### src/rtl/mouse_cursor_if.sv
// Packet-side bundle from the mouse packet stage into mouse_cursor.
// Valid/ready: no ready; xm/ym/btnm are valid only in the cycle m_done_tick is high, and the consumer always accepts.
interface mouse_cursor_if;
  logic [8:0] xm;
  logic [8:0] ym;
  logic [2:0] btnm;
  logic       m_done_tick;
  logic       dc_state;      // double-click FSM: 0 = IDLE, 1 = WAIT

  modport master (output xm, ym, btnm, m_done_tick, input dc_state);
  modport slave  (input xm, ym, btnm, m_done_tick, output dc_state);
endinterface

### src/rtl/mouse_cursor.sv
// Absolute cursor tracker: integrates clamped mouse deltas, registers buttons,
// emits per-button edge pulses and a left-button double-click pulse.
module mouse_cursor #(
  parameter int H_MAX    = 640,
  parameter int V_MAX    = 480,
  parameter int DCLK_CYC = 25_000_000,
  parameter int SHIFT    = 0
) (
  input  logic                 clk,
  input  logic                 reset,
  input  logic                 clr,
  mouse_cursor_if.slave        pkt,
  output logic [9:0]           cursor_x,
  output logic [8:0]           cursor_y,
  output logic [2:0]           btn,
  output logic [2:0]           press,
  output logic [2:0]           rel,       // release pulses; "release" is a reserved word
  output logic                 dbl_click,
  output logic                 upd_tick
);

  localparam int CW = $clog2(DCLK_CYC + 1);
  localparam logic [CW-1:0]     DC_LOAD = CW'(DCLK_CYC);
  localparam logic signed [11:0] X_LIM  = 12'(H_MAX - 1);
  localparam logic signed [11:0] Y_LIM  = 12'(V_MAX - 1);
  localparam logic [9:0]        X_CTR   = 10'(H_MAX / 2);
  localparam logic [8:0]        Y_CTR   = 9'(V_MAX / 2);

  typedef enum logic {IDLE = 1'b0, WAIT = 1'b1} dc_state_t;

  dc_state_t      state, state_n;
  logic [CW-1:0]  dc_cnt, dc_cnt_n;
  logic           dbl_n;

  logic signed [11:0] xs, ys, dx, dy, nx, ny;
  logic [9:0]         x_clamped;
  logic [8:0]         y_clamped;
  logic               left_press;

  // Deltas are sign-extended before the arithmetic shift, so negatives round toward -inf.
  always_comb begin
    xs = {{3{pkt.xm[8]}}, pkt.xm};
    ys = {{3{pkt.ym[8]}}, pkt.ym};
    dx = xs >>> SHIFT;
    dy = ys >>> SHIFT;
    nx = $signed({2'b00, cursor_x}) + dx;
    ny = $signed({3'b000, cursor_y}) - dy;
    if (nx < 0)          x_clamped = '0;
    else if (nx > X_LIM) x_clamped = X_LIM[9:0];
    else                 x_clamped = nx[9:0];
    if (ny < 0)          y_clamped = '0;
    else if (ny > Y_LIM) y_clamped = Y_LIM[8:0];
    else                 y_clamped = ny[8:0];
  end

  assign left_press   = pkt.m_done_tick & pkt.btnm[0] & ~btn[0];
  assign pkt.dc_state = (state == WAIT);

  always_ff @(posedge clk or posedge reset) begin
    if (reset) begin
      cursor_x <= X_CTR;
      cursor_y <= Y_CTR;
      btn      <= '0;
      press    <= '0;
      rel      <= '0;
      upd_tick <= 1'b0;
    end else begin
      press    <= '0;
      rel      <= '0;
      upd_tick <= pkt.m_done_tick | clr;
      if (pkt.m_done_tick) begin
        btn   <= pkt.btnm;
        press <= pkt.btnm & ~btn;
        rel   <= ~pkt.btnm & btn;
      end
      // Recenter overrides any movement carried by a coincident packet.
      if (clr) begin
        cursor_x <= X_CTR;
        cursor_y <= Y_CTR;
      end else if (pkt.m_done_tick) begin
        cursor_x <= x_clamped;
        cursor_y <= y_clamped;
      end
    end
  end

  always_ff @(posedge clk or posedge reset) begin
    if (reset) begin
      state     <= IDLE;
      dc_cnt    <= '0;
      dbl_click <= 1'b0;
    end else begin
      state     <= state_n;
      dc_cnt    <= dc_cnt_n;
      dbl_click <= dbl_n;
    end
  end

  always_comb begin
    state_n  = state;
    dc_cnt_n = dc_cnt;
    dbl_n    = 1'b0;
    case (state)
      IDLE: begin
        if (left_press) begin
          state_n  = WAIT;
          dc_cnt_n = DC_LOAD;
        end
      end
      WAIT: begin
        // A press landing exactly on expiry counts as a fresh first click.
        if (dc_cnt == '0) begin
          if (left_press) begin
            state_n  = WAIT;
            dc_cnt_n = DC_LOAD;
          end else begin
            state_n = IDLE;
          end
        end else if (left_press) begin
          dbl_n    = 1'b1;
          state_n  = IDLE;
          dc_cnt_n = '0;
        end else begin
          dc_cnt_n = dc_cnt - CW'(1);
        end
      end
      default: begin
        state_n  = IDLE;
        dc_cnt_n = '0;
      end
    endcase
  end

endmodule
### src/flat_wrapper.sv
// flat-port wrapper written by rule: the top's interface ports become plain ports
module mouse_cursor_flat 
#(
  parameter int H_MAX    = 640,
  parameter int V_MAX    = 480,
  parameter int DCLK_CYC = 25_000_000,
  parameter int SHIFT    = 0
)
  (clk, reset, clr, cursor_x, cursor_y, btn, press, rel, dbl_click, upd_tick, pkt_xm, pkt_ym, pkt_btnm, pkt_m_done_tick, pkt_dc_state);
  mouse_cursor_if pkt_i ();
  input  logic clk;
  input  logic reset;
  input  logic clr;
  output logic [9:0] cursor_x;
  output logic [8:0] cursor_y;
  output logic [2:0] btn;
  output logic [2:0] press;
  output logic [2:0] rel;
  output logic dbl_click;
  output logic upd_tick;
  input wire logic [$bits(pkt_i.xm)-1:0] pkt_xm;
  input wire logic [$bits(pkt_i.ym)-1:0] pkt_ym;
  input wire logic [$bits(pkt_i.btnm)-1:0] pkt_btnm;
  input wire logic [$bits(pkt_i.m_done_tick)-1:0] pkt_m_done_tick;
  output wire logic [$bits(pkt_i.dc_state)-1:0] pkt_dc_state;
  assign pkt_i.xm = pkt_xm;
  assign pkt_i.ym = pkt_ym;
  assign pkt_i.btnm = pkt_btnm;
  assign pkt_i.m_done_tick = pkt_m_done_tick;
  assign pkt_dc_state = pkt_i.dc_state;
  mouse_cursor #(.H_MAX(H_MAX), .V_MAX(V_MAX), .DCLK_CYC(DCLK_CYC), .SHIFT(SHIFT)) u_core (.clk(clk), .reset(reset), .clr(clr), .pkt(pkt_i), .cursor_x(cursor_x), .cursor_y(cursor_y), .btn(btn), .press(press), .rel(rel), .dbl_click(dbl_click), .upd_tick(upd_tick));
endmodule
### config.mk
export PLATFORM = sky130hd
export DESIGN_NAME = mouse_cursor_flat
export DESIGN_NICKNAME = d
export VERILOG_FILES = /design/src/rtl/mouse_cursor_if.sv /design/src/rtl/mouse_cursor.sv /design/src/flat_wrapper.sv
export SDC_FILE = /design/constraint.sdc
export NUM_CORES = 1
export LEC_CHECK = 0
export BUFFER_PORTS_ARGS = -buffer_cell sky130_fd_sc_hd__clkbuf_2
export CAP_MARGIN = 10
export CORE_MARGIN = 2
export CORE_UTILIZATION = 58
export CTS_CLUSTER_SIZE = 10
export DETAILED_ROUTE_END_ITERATION = 10
export PLACE_DENSITY = 0.83
export SETUP_SLACK_MARGIN = 0.3
export SLEW_MARGIN = 5
export SYNTH_ARGS = -nofsm -noshare
export SYNTH_HDL_FRONTEND = slang
export SYNTH_SLANG_ARGS = --single-unit
### constraint.sdc
create_clock -name clk -period 3.4 [get_ports clk]
set_clock_uncertainty 0.1 [all_clocks]
set_input_delay 0 -clock clk [delete_from_list [all_inputs] [get_ports clk]]
set_output_delay 0 -clock clk [all_outputs]
set_load 0.05 [all_outputs]
### Word level (Yosys, flattened, before mapping)

Index checks and enable logic that the tools add are counted.

| operators by class | value |
|---|---|
| eq/ne operators | 0 |
| multipliers | 0 |
| div/mod/pow operators | 0 |
| multiplexer cells | 20 |
| add/sub/neg operators | 3 |
| bitwise logic cells | 9 |
| shift operators | 0 |
| $lt $le $gt $ge | 4 |
| reductions and logical operators | 2 |

Operators by type and width:

| operator | number |
|---|---|
| $mux 25 | 3 |
| $pmux 25 s2 | 1 |
| $mux 10 | 4 |
| $mux 9 | 4 |
| $logic_not 25->1 | 1 |
| $sub 25x1->25 const B | 1 |
| $add 11x9->12 | 1 |
| $gt 12x11->1 const B | 1 |
| $lt 12x1->1 const B | 1 |
| $gt 11x10->1 const B | 1 |
| $lt 11x1->1 const B | 1 |
| $sub 10x9->11 | 1 |
| $and 3x3->3 | 2 |
| $mux 3 | 2 |
| $not 3->3 | 2 |
| $mux 1 | 5 |
| $and 1x1->1 | 2 |
| $not 1->1 | 2 |
| $pmux 1 s2 | 1 |
| $reduce_bool 2->1 | 1 |
| $or 1x1->1 | 1 |

| storage, ports and cells | value |
|---|---|
| memory bits (writable) | 0 |
| ROM bits | 0 |
| register bits | 56 |
| bits in latches | 0 |
| memories | 0 |
| output and inout port bits | 31 |
| bits of input ports | 25 |

### Depth between registers and ports, before layout

Gate-level depths: netlist (run 1).

| logic depth | value |
|---|---|
| depth in word-level cells | 6 |
| depth in mapped cells | 11 |
| depth with buffers taken out | 11 |

### Least setup slack after synthesis (run 1)

No wires, ideal clock.

| timing | value |
|---|---|
| kind | flip-flop to flip-flop |
| from | register u_core.cursor_x[0] |
| to | register u_core.cursor_x[2] |
| stages on the path, launching flop included | 11 |
| setup slack | 206 ps |
| data arrival time | 2973 ps |
| buffers on the path | 0 |
| path through | dfrtp_1 -> ha_1 -> inv_1 -> fa_1 -> nor2b_1 -> o2111a_1 -> nor4_1 -> o311a_1 -> a211oi_1 -> o21ai_0 -> a22o_1 |

| between the ends | value |
|---|---|
| word-level cells in the longest chain between the ends | 6 |

RTL lines:

| element | RTL line | RTL |
|---|---|---|
| start: declaration | mouse_cursor.sv:13 | `output logic [9:0] cursor_x,` |
| start signal: assignment | mouse_cursor.sv:81 | `cursor_x <= x_clamped;` |
| $add 11x9->12 (*) | mouse_cursor.sv:46 | `nx = $signed({2'b00, cursor_x}) + dx;` |
| $gt 12x11->1 | mouse_cursor.sv:49 | `else if (nx > X_LIM) x_clamped = X_LIM[9:0];` |
| $mux 10 | mouse_cursor.sv:49 |  |
| $mux 10 (*) | mouse_cursor.sv:48 | `if (nx < 0) x_clamped = '0;` |
| $mux 10 (*) | mouse_cursor.sv:80 | `end else if (pkt.m_done_tick) begin` |
| $mux 10 (*) | mouse_cursor.sv:77 | `if (clr) begin` |

Mark *: on every way between the ends. The rest lies on a longest branch, timed or not. The select of a mux whose other input is x is not followed.
A chain may end at the register's enable or synchronous reset.

### Worst setup path in the final report (run 1)

| timing | value |
|---|---|
| from | register u_core.cursor_x[0] |
| to | register u_core.cursor_x[8] |

Same word-level chain as after synthesis.

==> results.txt, run 1 <==
Status - completed
Avg Cell Area, Syn - 8.98 sq um
Hold Path End - u_core.cursor_x[0]$_DFFE_PP0P_
CP arrival - 3.05 ns
Place WS - 0.285 ns
Placed insts - 540
Static Leak - 1.97 nW
Vias in the first global route - 3450
Mapped Area - 3740 sq um
Kind of critical path - reg2reg
VDD IR-drop max - 324 uV
Fin Setup TNS - 0 ns
Count leader, synth - dfrtp_1
Synth Register Bits - 56
Total number of vias - 3477
Share of the synthesized area in the top cell type - 33.4%
Post-synth ARST share - 100%
Dominant register cell in the synthesized netlist - dfrtp_1
R2R Path End - u_core.cursor_x[8]$_DFFE_PP1P_
Synth cell count leaders - dfrtp_1 (50), nor2_1 (41), a21oi_1 (32)
CTS tree - done
Post-synthesis sequential area ratio - 37.6%
Fin crit share - 85.5%
Worst Reg2Reg Path Length in Cells - 10
GR Util All Layers - 25.5%
Clk slew on worst S/H paths - 0.10 ns
Synth Area in XOR/XNOR - 4.68%
Via density - 6.25
Final Power - 2.51 mW
Fin util - 68.0%
Die area - 7110 sq um
Post-synthesis compound-gate area fraction - 24.5%
DRC viols - 0
Post-Layout Cell Count - 556
Final hold slack - 0.0205 ns
Clk sinks - 56
Fmax - 344 MHz
ANT nets after route - 0
Hold/Removal Path Class - in2reg
Tmin final - 2.91 ns
Layout area overhead - 14.7%
Worst setup EP type - register
Placed instance area - 4100 sq um
PortBufs - 55
Simple-Gate Fraction of Synth Area - 19.0%
Unique masters post-synth - 63
Worst hold path cell count - 4
Initial Util - 59.3%
Power per Cell Area - 584 nW/um^2
Crit path required time - 3.54 ns
Clock root buffer - clkbuf_8
GRT overflow - 0
Max-slew violations - 0
Crit. Startpoint - u_core.cursor_x[0]$_DFFE_PP0P_
GP Congestion - 0.909
Number of setup violations in the final report - 0
Worst-path maximum fanout - 4
Largest family of logic cells by synthesized area - compound AO/OA/AOI/OAI gates
Cells after Synth - 417
Initial antenna violation count - 0
Final hold viol count - 0
Core Region - 6310 sq um
Syn Nets - 468
Area leader, netlist - dfrtp_1
Clock Latency Late Sink - 0.31 ns
YS warnings - 0
Fill count - 514
HP Start - pkt_xm[0]
Global-route wire length before repair - 15100 um
RSZ-0062 raised after global routing - true
I/O pin count - 56
Max Cap Viol - 0
Final wirelength - 8750 um
Post-synthesis adder-cell area fraction - 9.09%
Cell Rows - 29
# nets final - 529
Antenna diodes - 0
R2R Setup Slk - 0.49 ns
DR WL/cell - 15.7 um
Total CTS buffers - 5
Pin count of the biggest net entering global routing - 32
Final worst slack - 0.494 ns
Post-route cell area - 4300 sq um
Layout cells sized above 1 - 18.0%
EDFF count, synth - 0
Reg2reg start - u_core.cursor_x[0]$_DFFE_PP0P_
Top post-synthesis cells by area - dfrtp_1 (33%), ha_1 (8.0%), a21oi_1 (4.3%)
Die Y - 84.3 um
Die W - 84.3 um
TritonRoute pass-1 iters - 5
Slew @ Worst Pin - 1.19 ns
Htree depth - 2
Hpwl dp - 6470 um
Post-synthesis mux area share - 0.568%
Worst setup SP type - register
CTS Buffer Depth - 2
Initial DRC count - 216
Slew HR - 20.6%
## cell families (layout without fill, tap and decap cells)
| logic type | Yosys count | after routing |
|---|---|---|
| DFF | 56 | 56 |
| and+or+nand+nor | 138 | 138 |
| AOI/OAI and AO/OA | 132 | 132 |
| buffers and inverters | 43 | 105 |
| adders and majority gates | 26 | 26 |
| muxes | 2 | 2 |
| xor gates and xnor gates | 20 | 20 |
## critical path: stages (launching register included)
cell and delay, ns:
dfrtp_1 0.40, ha_1 0.21, inv_1 0.06, fa_1 0.37
nor2b_1 0.24, o2111a_1 0.25, o31ai_1 0.09, a2111oi_2 0.50
nor3_1 0.15, and3_1 0.20, a211o_1 0.26
## power by group
part           switching, mW  internal (mW)
clock network          0.208          0.167
registers              0.169          0.825
logic                  0.709          0.432
## area by class of cell
cell class | instances | area (sq um) | area share [%]
multi-input cells | 318 | 2190 | 51.1
flip-flops and latches | 56 | 1410 | 32.8
repair buffers | 69 | 400 | 9.32
inverters | 28 | 105 | 2.45
well taps | 77 | 96.3 | 2.24
clock buffers | 8 | 90.1 | 2.10
## cells in the final DEF (no fill, tap or decap), drive strengths merged, types with 3 or more instances in the layout
master	synthesis	final
a2111oi	4	4
a211o	6	6
a211oi	7	7
a21o	7	7
a21oi	32	32
a22o	7	7
a31oi	5	5
and2	4	4
and3	5	5
buf	3	6
clkbuf	12	63
dfrtp	50	50
dfstp	6	6
dlygate4sd3	0	8
ha	24	24
inv	28	28
nand2	25	25
nand2b	5	5
nand3	4	4
nor2	41	41
nor2b	4	4
nor3	17	17
nor3b	4	4
nor4	9	9
o21a	7	7
o21ai	24	24
o311ai	4	4
o31ai	3	3
o32a	4	4
or3	9	9
or4	5	5
xnor2	10	10
xor2	10	10
## how the worst max path moves through the flow
stage	end	slack (ns)	depth (start not counted)
after global placement	u_core.cursor_x[8]$_DFFE_PP1P_	0.44	10
after CTS	u_core.cursor_x[6]$_DFFE_PP1P_	0.37	10
final	u_core.cursor_x[8]$_DFFE_PP1P_	0.49	10
after global routing	u_core.cursor_x[6]$_DFFE_PP1P_	0.27	10
after detailed placement	u_core.cursor_x[8]$_DFFE_PP1P_	0.29	10
after floorplan	u_core.cursor_x[8]$_DFFE_PP1P_	0.26	10
## what timing repair did
| item | CTS | global route |
|---|---|---|
| hold buffers | 8 | 0 |
| hold endpoints to repair | 46 | 0 |
| pin swaps | 0 | 2 |
| setup endpoints to repair | 1 | 10 |
| setup buffers | 0 | 0 |
| gates resized for setup | 1 | 4 |
## layer usage
metal / global-route usage (%) / wire (um)
met1: 32.6 / 3740
met2: 44.8 / 4430
met3: 3.93 / 418
met4: 7.94 / 166
met5: 0 / 0
## sequential cells by signal (all words and copies together), names as in the netlist
signal	flops
u_core.press	3
u_core.btn	3
u_core.dbl_click	1
u_core.upd_tick	1
u_core.dc_cnt	25
u_core.pkt.dc_state	1
u_core.cursor_y	9
u_core.cursor_x	10
u_core.rel	3
No activity file was read; power rests on OpenSTA's default activity.
==> run 2, diff against run 1 <==
--- a/config.mk
+++ b/config.mk
@@ -5,10 +5,11 @@
 export SDC_FILE = /design/constraint.sdc
 export NUM_CORES = 1
 export LEC_CHECK = 0
+export ABC_AREA = 1
 export BUFFER_PORTS_ARGS = -buffer_cell sky130_fd_sc_hd__clkbuf_2
 export CAP_MARGIN = 10
 export CORE_MARGIN = 2
-export CORE_UTILIZATION = 58
+export CORE_UTILIZATION = 59
 export CTS_CLUSTER_SIZE = 10
 export DETAILED_ROUTE_END_ITERATION = 10
 export PLACE_DENSITY = 0.83
==> results.txt, run 2 <==
Status - completed (unchanged)
Antenna diodes - 0 (unchanged)
Commonest cells after routing, fill and taps aside - nand2_1 (146), inv_1 (71), clkbuf_2 (55), dfrtp_1 (50), nor2_1 (46) (was clkbuf_2 (55), dfrtp_1 (50), nor2_1 (40), a21oi_1 (32), inv_1 (27))
Unique masters post-synth - 39 (was 63)
Slew @ Worst Pin - 0.952 ns (was 1.19 ns)
Layout area overhead - 12.5% (was 14.7%)
VDD IR-drop max - 357 uV (was 324 uV)
Clk slew on worst S/H paths - 0.11 ns (was 0.10 ns)
TritonRoute pass-1 iters - 5 (unchanged)
Crit path required time - 3.55 ns (was 3.54 ns)
Mapped Area - 4250 sq um (was 3740 sq um)
Setup Buffers After CTS - 0 (unchanged)
Die Y - 88.9 um (was 84.3 um)
Post-synthesis sequential area ratio - 33.2% (was 37.6%)
Cells after Synth - 572 (was 417)
Htree depth - 2 (unchanged)
Power per Cell Area - 545 nW/um^2 (was 584 nW/um^2)
Via density - 5.19 (was 6.25)
Core Region - 6870 sq um (was 6310 sq um)
Hpwl dp - 7220 um (was 6470 um)
I/O pin count - 56 (unchanged)
Total CTS buffers - 5 (unchanged)
PortBufs - 55 (unchanged)
Avg Cell Area, Syn - 7.43 sq um (was 8.98 sq um)
CP arrival - 2.48 ns (was 3.05 ns)
Synth cell count leaders - nand2_1 (146), inv_1 (72), dfrtp_1 (50) (was dfrtp_1 (50), nor2_1 (41), a21oi_1 (32))
Count leader, synth - nand2_1 (was dfrtp_1)
Clock Latency Late Sink - 0.32 ns (was 0.31 ns)
CTS Buffer Depth - 2 (unchanged)
Max Cap Viol - 0 (unchanged)
Commonest non-fill, non-tap cell in the layout - nand2_1 (was clkbuf_2)
GP Congestion - 0.948 (was 0.909)
Post-route cell area - 4780 sq um (was 4300 sq um)
Share of the synthesized area in the top cell type - 29.4% (was 33.4%)
Hold/Removal Path Class - in2reg (unchanged)
Worst-path maximum fanout - 5 (was 4)
Clk sinks - 56 (unchanged)
GRT overflow - 0 (unchanged)
Cell Rows - 30 (was 29)
Tmin final - 2.33 ns (was 2.91 ns)
Number of setup violations in the final report - 0 (unchanged)
RSZ-0062 raised after global routing - false (was true)
CTS tree - done (unchanged)
Die W - 88.9 um (was 84.3 um)
Post-synth ARST share - 100% (unchanged)
Top post-synthesis cells by area - dfrtp_1 (29%), nand2_1 (13%), ha_1 (7.1%) (was dfrtp_1 (33%), ha_1 (8.0%), a21oi_1 (4.3%))
Worst setup SP type - register (unchanged)
Top reg by flops - u_core.dc_cnt (unchanged)
Final hold viol count - 0 (unchanged)
Placed instance area - 4620 sq um (was 4100 sq um)
DR WL/cell - 12.5 um (was 15.7 um)
YS warnings - 0 (unchanged)
Worst setup EP type - register (unchanged)
Max-slew violations - 0 (unchanged)
Largest regs - u_core.dc_cnt x25, u_core.cursor_x x10, u_core.cursor_y x9 (unchanged)
Static Leak - 2.52 nW (was 1.97 nW)
Global-route wire length before repair - 15800 um (was 15100 um)
Max reg flops - 25 (unchanged)
Syn Nets - 623 (was 468)
Dominant register cell in the synthesized netlist - dfrtp_1 (unchanged)
Initial Util - 61.9% (was 59.3%)
Synth Register Bits - 56 (unchanged)
Final wirelength - 9100 um (was 8750 um)
Kind of critical path - reg2reg (unchanged)
Initial DRC count - 192 (was 216)
Fin crit share - 68.6% (was 85.5%)
Pin count of the biggest net entering global routing - 31 (was 32)
DRC viols - 0 (unchanged)
Slew HR - 36.3% (was 20.6%)
ANT nets after route - 0 (unchanged)
Vias in the first global route - 3550 (was 3450)
Fmax - 429 MHz (was 344 MHz)
Clock root buffer - clkbuf_8 (unchanged)
# nets final - 685 (was 529)
Initial antenna violation count - 0 (unchanged)
EDFF count, synth - 0 (unchanged)
Layout cells sized above 1 - 24.4% (was 18.0%)
Fin Setup TNS - 0 ns (unchanged)
Area leader, netlist - dfrtp_1 (unchanged)
Total number of vias - 3795 (was 3477)
Die area - 7900 sq um (was 7110 sq um)
Fill count - 588 (was 514)
GR Util All Layers - 25.4% (was 25.5%)
run 2: power by group:
group	internal, mW	switching [mW]
clock	0.147	0.228
sequential	0.815	0.157
combinational	0.411	0.846
total	1.37	1.23
run 2: logic make-up after synthesis:
family	synth area share, %
simple gates	37.1
buf+inv	8.78
compound gates	8.86
flops	33.2
fa+ha+maj	8.01
xor+xnor	4.12
run 2: through the flow:
| step | util [%] | instances | hold slack [ns] | power [mW] | worst slack [ns] |
|---|---|---|---|---|---|
| floorplan | - | 572 | -0.0265 | 1.98 | 0.986 |
| global placement | 67.2 | 716 | -0.0266 | 2.19 | 1.13 |
| detailed placement | 67.2 | 716 | -0.0160 | 2.23 | 1.07 |
| CTS | 69.6 | 731 | 0.0142 | 2.61 | 1.05 |
| global route | 69.6 | 731 | 0.0715 | 2.81 | 0.857 |
| finish | 69.6 | 731 | 0.0176 | 2.60 | 1.07 |
run 2: worst paths after layout:
path	from	end	slack [ns]	depth (start not counted)
min reg2reg	u_core.btn[1]$_DFFE_PP0P_	u_core.press[1]$_DFF_PP0_	0.35	1
min	clr	u_core.cursor_x[6]$_DFFE_PP1P_	0.02	3
min in group asynchronous	reset	u_core.cursor_x[3]$_DFFE_PP0P_	0.16	3
max reg2reg	u_core.cursor_y[0]$_DFFE_PP0P_	u_core.cursor_y[1]$_DFFE_PP0P_	1.07	15
max	u_core.cursor_y[0]$_DFFE_PP0P_	u_core.cursor_y[1]$_DFFE_PP0P_	1.07	15
max in group asynchronous	reset	u_core.cursor_y[6]$_DFFE_PP1P_	2.19	4
run 2: repair_timing:
item	CTS	global route
endpoints found under the hold margin	37	0
gates resized for setup	0	0
setup endpoints to repair	0	0
hold buffers	7	0
run 2: cell type report:
| class | instances | area [sq um] | area share, % |
|---|---|---|---|
| Timing Repair Buffer | 64 | 360 | 7.54 |
| Multi-Input combinational cell | 419 | 2470 | 51.6 |
| Sequential cell | 56 | 1410 | 29.5 |
| Tap cell | 96 | 120 | 2.51 |
| Clock inverter | 2 | 16.3 | 0.340 |
| Inverter | 88 | 333 | 6.97 |
| Clock buffer | 6 | 72.6 | 1.52 |
run 2: per-layer routing:
metal | up-vias | global-route usage [%] | wire (um)
li1 | 1941 | - | -
met1 | 1747 | 35.3 | 4140
met2 | 102 | 43.1 | 4440
met3 | 5 | 3.36 | 460
met4 | 0 | 4.27 | 60
met5 | - | 0 | 0
run 2: critical path, cell delays in order, from the launching register on:
cell and delay [ns]:
dfrtp_1 0.40, inv_1 0.06, ha_1 0.13, inv_1 0.08, fa_1 0.44, nand3_1 0.09
nand3_1 0.11, nand2_1 0.13, nand2_2 0.08, nand2_1 0.08, nand2_2 0.06, nand2_1 0.05
nand2_1 0.11, nor3_4 0.21, nand2_1 0.08, nand2_1 0.06
==> run 3, diff against run 2 <==
--- a/config.mk
+++ b/config.mk
@@ -5,11 +5,11 @@
 export SDC_FILE = /design/constraint.sdc
 export NUM_CORES = 1
 export LEC_CHECK = 0
-export ABC_AREA = 1
+export ABC_AREA = 0
 export BUFFER_PORTS_ARGS = -buffer_cell sky130_fd_sc_hd__clkbuf_2
 export CAP_MARGIN = 10
 export CORE_MARGIN = 2
-export CORE_UTILIZATION = 59
+export CORE_UTILIZATION = 58
 export CTS_CLUSTER_SIZE = 10
 export DETAILED_ROUTE_END_ITERATION = 10
 export PLACE_DENSITY = 0.83
==> constraint.sdc (replaced) <==
create_clock -name clk -period 2.2 [get_ports clk]
set_clock_uncertainty 0.1 [all_clocks]
set_input_delay 0 -clock clk [delete_from_list [all_inputs] [get_ports clk]]
set_output_delay 0 -clock clk [all_outputs]
set_load 0.05 [all_outputs]
==> results.txt, run 3 (synthesis gave the netlist of run 1 again) <==
Status - finished with violations (was completed)
Failing checks - negative hold slack, negative setup slack
M1 WL - 5930 um (was 4140 um)
VDD IR-drop max - 847 uV (was 357 uV)
Worst Reg2Reg Path Length in Cells - 9 (was 15)
Antenna diodes - 0 (unchanged)
Pin count of the biggest net entering global routing - 33 (was 31)
Final hold slack - -0.00292 ns (was 0.0176 ns)
Final worst slack - -0.671 ns (was 1.07 ns)
Largest regs - u_core.dc_cnt x25, u_core.cursor_x x10, u_core.cursor_y x9 (unchanged)
Vias in the first global route - 4362 (was 3550)
Initial Util - 59.3% (was 61.9%)
RSZ-0062 raised after global routing - true (was false)
Fin crit share - 130% (was 68.6%)
Switching power - 2.61 mW (was 1.23 mW)
Routed met3 length - 1940 um (was 460 um)
GR Util All Layers - 38.0% (was 25.4%)
Total number of vias - 4755 (was 3795)
Layout area overhead - 57.2% (was 12.5%)
Hpwl dp - 8010 um (was 7220 um)
Clock root buffer - clkbuf_8 (unchanged)
Clk sinks - 56 (unchanged)
Post-Layout Cell Count - 667 (was 731)
Hold Path End - u_core.cursor_x[0]$_DFFE_PP0P_ (was u_core.cursor_x[6]$_DFFE_PP1P_)
DRC viols - 0 (unchanged)
Worst path most repeated cell - a21oi_2 (was nand2_1)
Via density - 7.13 (was 5.19)
R2R Setup Slk - -0.67 ns (was 1.07 ns)
Final hold viol count - 1 (was 0)
Fin util - 93.2% (was 69.6%)
Cell Rows - 29 (was 30)
Internal power - 3.01 mW (was 1.37 mW)
Clock Latency Late Sink - 0.35 ns (was 0.32 ns)
Flop pwr share - 27.8% (was 37.3%)
Static Leak - 2.69 nW (was 2.52 nW)
PortBufs - 55 (unchanged)
TritonRoute pass-1 iters - 6 (was 5)
Metal2 WL - 7850 um (was 4440 um)
Die area - 7110 sq um (was 7900 sq um)
Slew HR - 49.3% (was 36.3%)
Global-route wire length before repair - 21600 um (was 15800 um)
Top layer used by detailed routing - met4 (unchanged)
Reg2reg start - u_core.cursor_y[7]$_DFFE_PP1P_ (was u_core.cursor_y[0]$_DFFE_PP0P_)
HP Start - pkt_xm[0] (was clr)
Worst path max stage delay - 0.60 ns (was 0.44 ns)
Sw Ratio - 46.4% (was 47.3%)
Tmin final - 2.87 ns (was 2.33 ns)
Placed insts - 632 (was 716)
Kind of critical path - reg2reg (unchanged)
Worst-path maximum fanout - 5 (unchanged)
Fin Setup TNS - -21.43 ns (was 0 ns)
Initial antenna violation count - 0 (unchanged)
CP arrival - 3.05 ns (was 2.48 ns)
Max Cap Viol - 0 (unchanged)
Max-slew violations - 0 (unchanged)
Total CTS buffers - 5 (unchanged)
ANT nets after route - 0 (unchanged)
Htree depth - 2 (unchanged)
Clock power frac - 11.1% (was 14.4%)
Die W - 84.3 um (was 88.9 um)
Commonest non-fill, non-tap cell in the layout - buf_4 (was nand2_1)
# nets final - 640 (was 685)
Final Power - 5.61 mW (was 2.60 mW)
Worst setup SP type - register (unchanged)
Commonest cells after routing, fill and taps aside - buf_4 (100), clkbuf_2 (55), dfrtp_1 (43), nor2_1 (36), inv_1 (24) (was nand2_1 (146), inv_1 (71), clkbuf_2 (55), dfrtp_1 (50), nor2_1 (46))
Hold/Removal Path Class - in2reg (unchanged)
Power per Cell Area - 954 nW/um^2 (was 545 nW/um^2)
Fmax - 348 MHz (was 429 MHz)
Slew @ Worst Pin - 0.758 ns (was 0.952 ns)
CTS tree - done (unchanged)
DR WL/cell - 26.1 um (was 12.5 um)
Core Region - 6310 sq um (was 6870 sq um)
Crit path required time - 2.38 ns (was 3.55 ns)
Critical path cell sequence - ha_4 > a2111oi_2 > o21ai_2 > a31oi_1 > xnor2_1 > nor3b_4 > buf_4 > a21oi_2 > a21oi_2 (was inv_1 > ha_1 > inv_1 > fa_1 > nand3_1 > nand3_1 > nand2_1 > nand2_2 > nand2_1 > nand2_2 > nand2_1 > nand2_1 > nor3_4 > nand2_1 > nand2_1)
R2R Path End - u_core.cursor_y[1]$_DFFE_PP0P_ (unchanged)
GP Congestion - 0.956 (was 0.948)
Clk slew on worst S/H paths - 0.11 ns (about the same)
Worst setup EP type - register (unchanged)
I/O pin count - 56 (unchanged)
Final wirelength - 17400 um (was 9100 um)
Initial DRC count - 695 (was 192)
Number of setup violations in the final report - 46 (was 0)
CTS Buffer Depth - 2 (unchanged)
Comb pwr share - 61.1% (was 48.3%)
GRT overflow - 0 (unchanged)
Die Y - 84.3 um (was 88.9 um)
Slowest cell on crit path - dfstp_2 (was fa_1)
Top reg by flops - u_core.dc_cnt (unchanged)
Worst hold path cell count - 4 (was 3)
Layout cells sized above 1 - 50.7% (was 24.4%)
Max reg flops - 25 (unchanged)
==> run 3: cell count changes in the layout (fill, tap and decap cells not counted), sizes merged, moves of 9 or more <==
cell,delta
buf,+116
nor2,-27
nand3,-43
o21ai,-9
inv,-57
nor4,+9
nand4,-12
nand2,-143
or3,+9
==> run 3: how the worst max path moves through the flow <==
stage	start	to	slack, ns
after floorplan	u_core.cursor_x[6]$_DFFE_PP1P_	u_core.cursor_x[8]$_DFFE_PP1P_	-0.61
after global placement	u_core.cursor_x[0]$_DFFE_PP0P_	u_core.cursor_x[2]$_DFFE_PP0P_	-0.42
after detailed placement	u_core.cursor_x[1]$_DFFE_PP0P_	u_core.cursor_x[2]$_DFFE_PP0P_	-0.49
after CTS	u_core.cursor_x[6]$_DFFE_PP1P_	u_core.cursor_x[2]$_DFFE_PP0P_	-0.44
after global routing	u_core.cursor_y[0]$_DFFE_PP0P_	u_core.cursor_y[1]$_DFFE_PP0P_	-0.71
final	u_core.cursor_y[7]$_DFFE_PP1P_	u_core.cursor_y[1]$_DFFE_PP0P_	-0.67
==> run 3: critical path, delay by kind of cell (launching register included) <==
kind                     cells  cell delay (ns)
XOR/XNOR                     1             0.22
adder cells (fa/ha/maj)      1             0.22
AO/OA/AOI/OAI                5             1.09
flip-flops                   1             0.60
buffers and inverters        1             0.18
AND/OR/NAND/NOR              1             0.39
==> run 3: final cells by class <==
type,instances,area [sq um]
clock inverter,2,13.8
sequential,56,1430
inverter,28,105
tap,77,96.3
clock buffer,6,72.6
fill,206,429
multi-input combinational,318,2860
timing repair buffer,180,1320
==> run 3: power by group through the flow <==
stage	logic, mW	registers (mW)	clock network (mW)
after floorplan	1.26	1.76	0
after global placement	2.37	1.49	0
after detailed placement	2.46	1.50	0
after CTS	2.86	1.51	0.590
after global routing	3.56	1.57	0.663
final	3.43	1.56	0.621
==> run 3: what timing repair did <==
item,CTS,global route
endpoints found under the hold margin,33,0
setup endpoints to repair,46,46
resized for setup,64,41
setup buffers,14,6
hold buffers,7,0
pin swaps,22,27
==> run 3: metal layers <==
layer  vias up  GRT usage, %
met5         -             0
met4         0          18.9
met3       181          8.06
met2       485          65.0
met1      2205          45.4
li1       1884             -
==> run 3: through the flow <==
| stage | worst slack (ns) | area [sq um] |
|---|---|---|
| final | -0.671 | 5880 |
| after global routing | -0.709 | 5880 |
| after CTS | -0.441 | 5610 |
| after detailed placement | -0.488 | 5060 |
| after global placement | -0.417 | 5060 |
| after floorplan | -0.612 | 4040 |
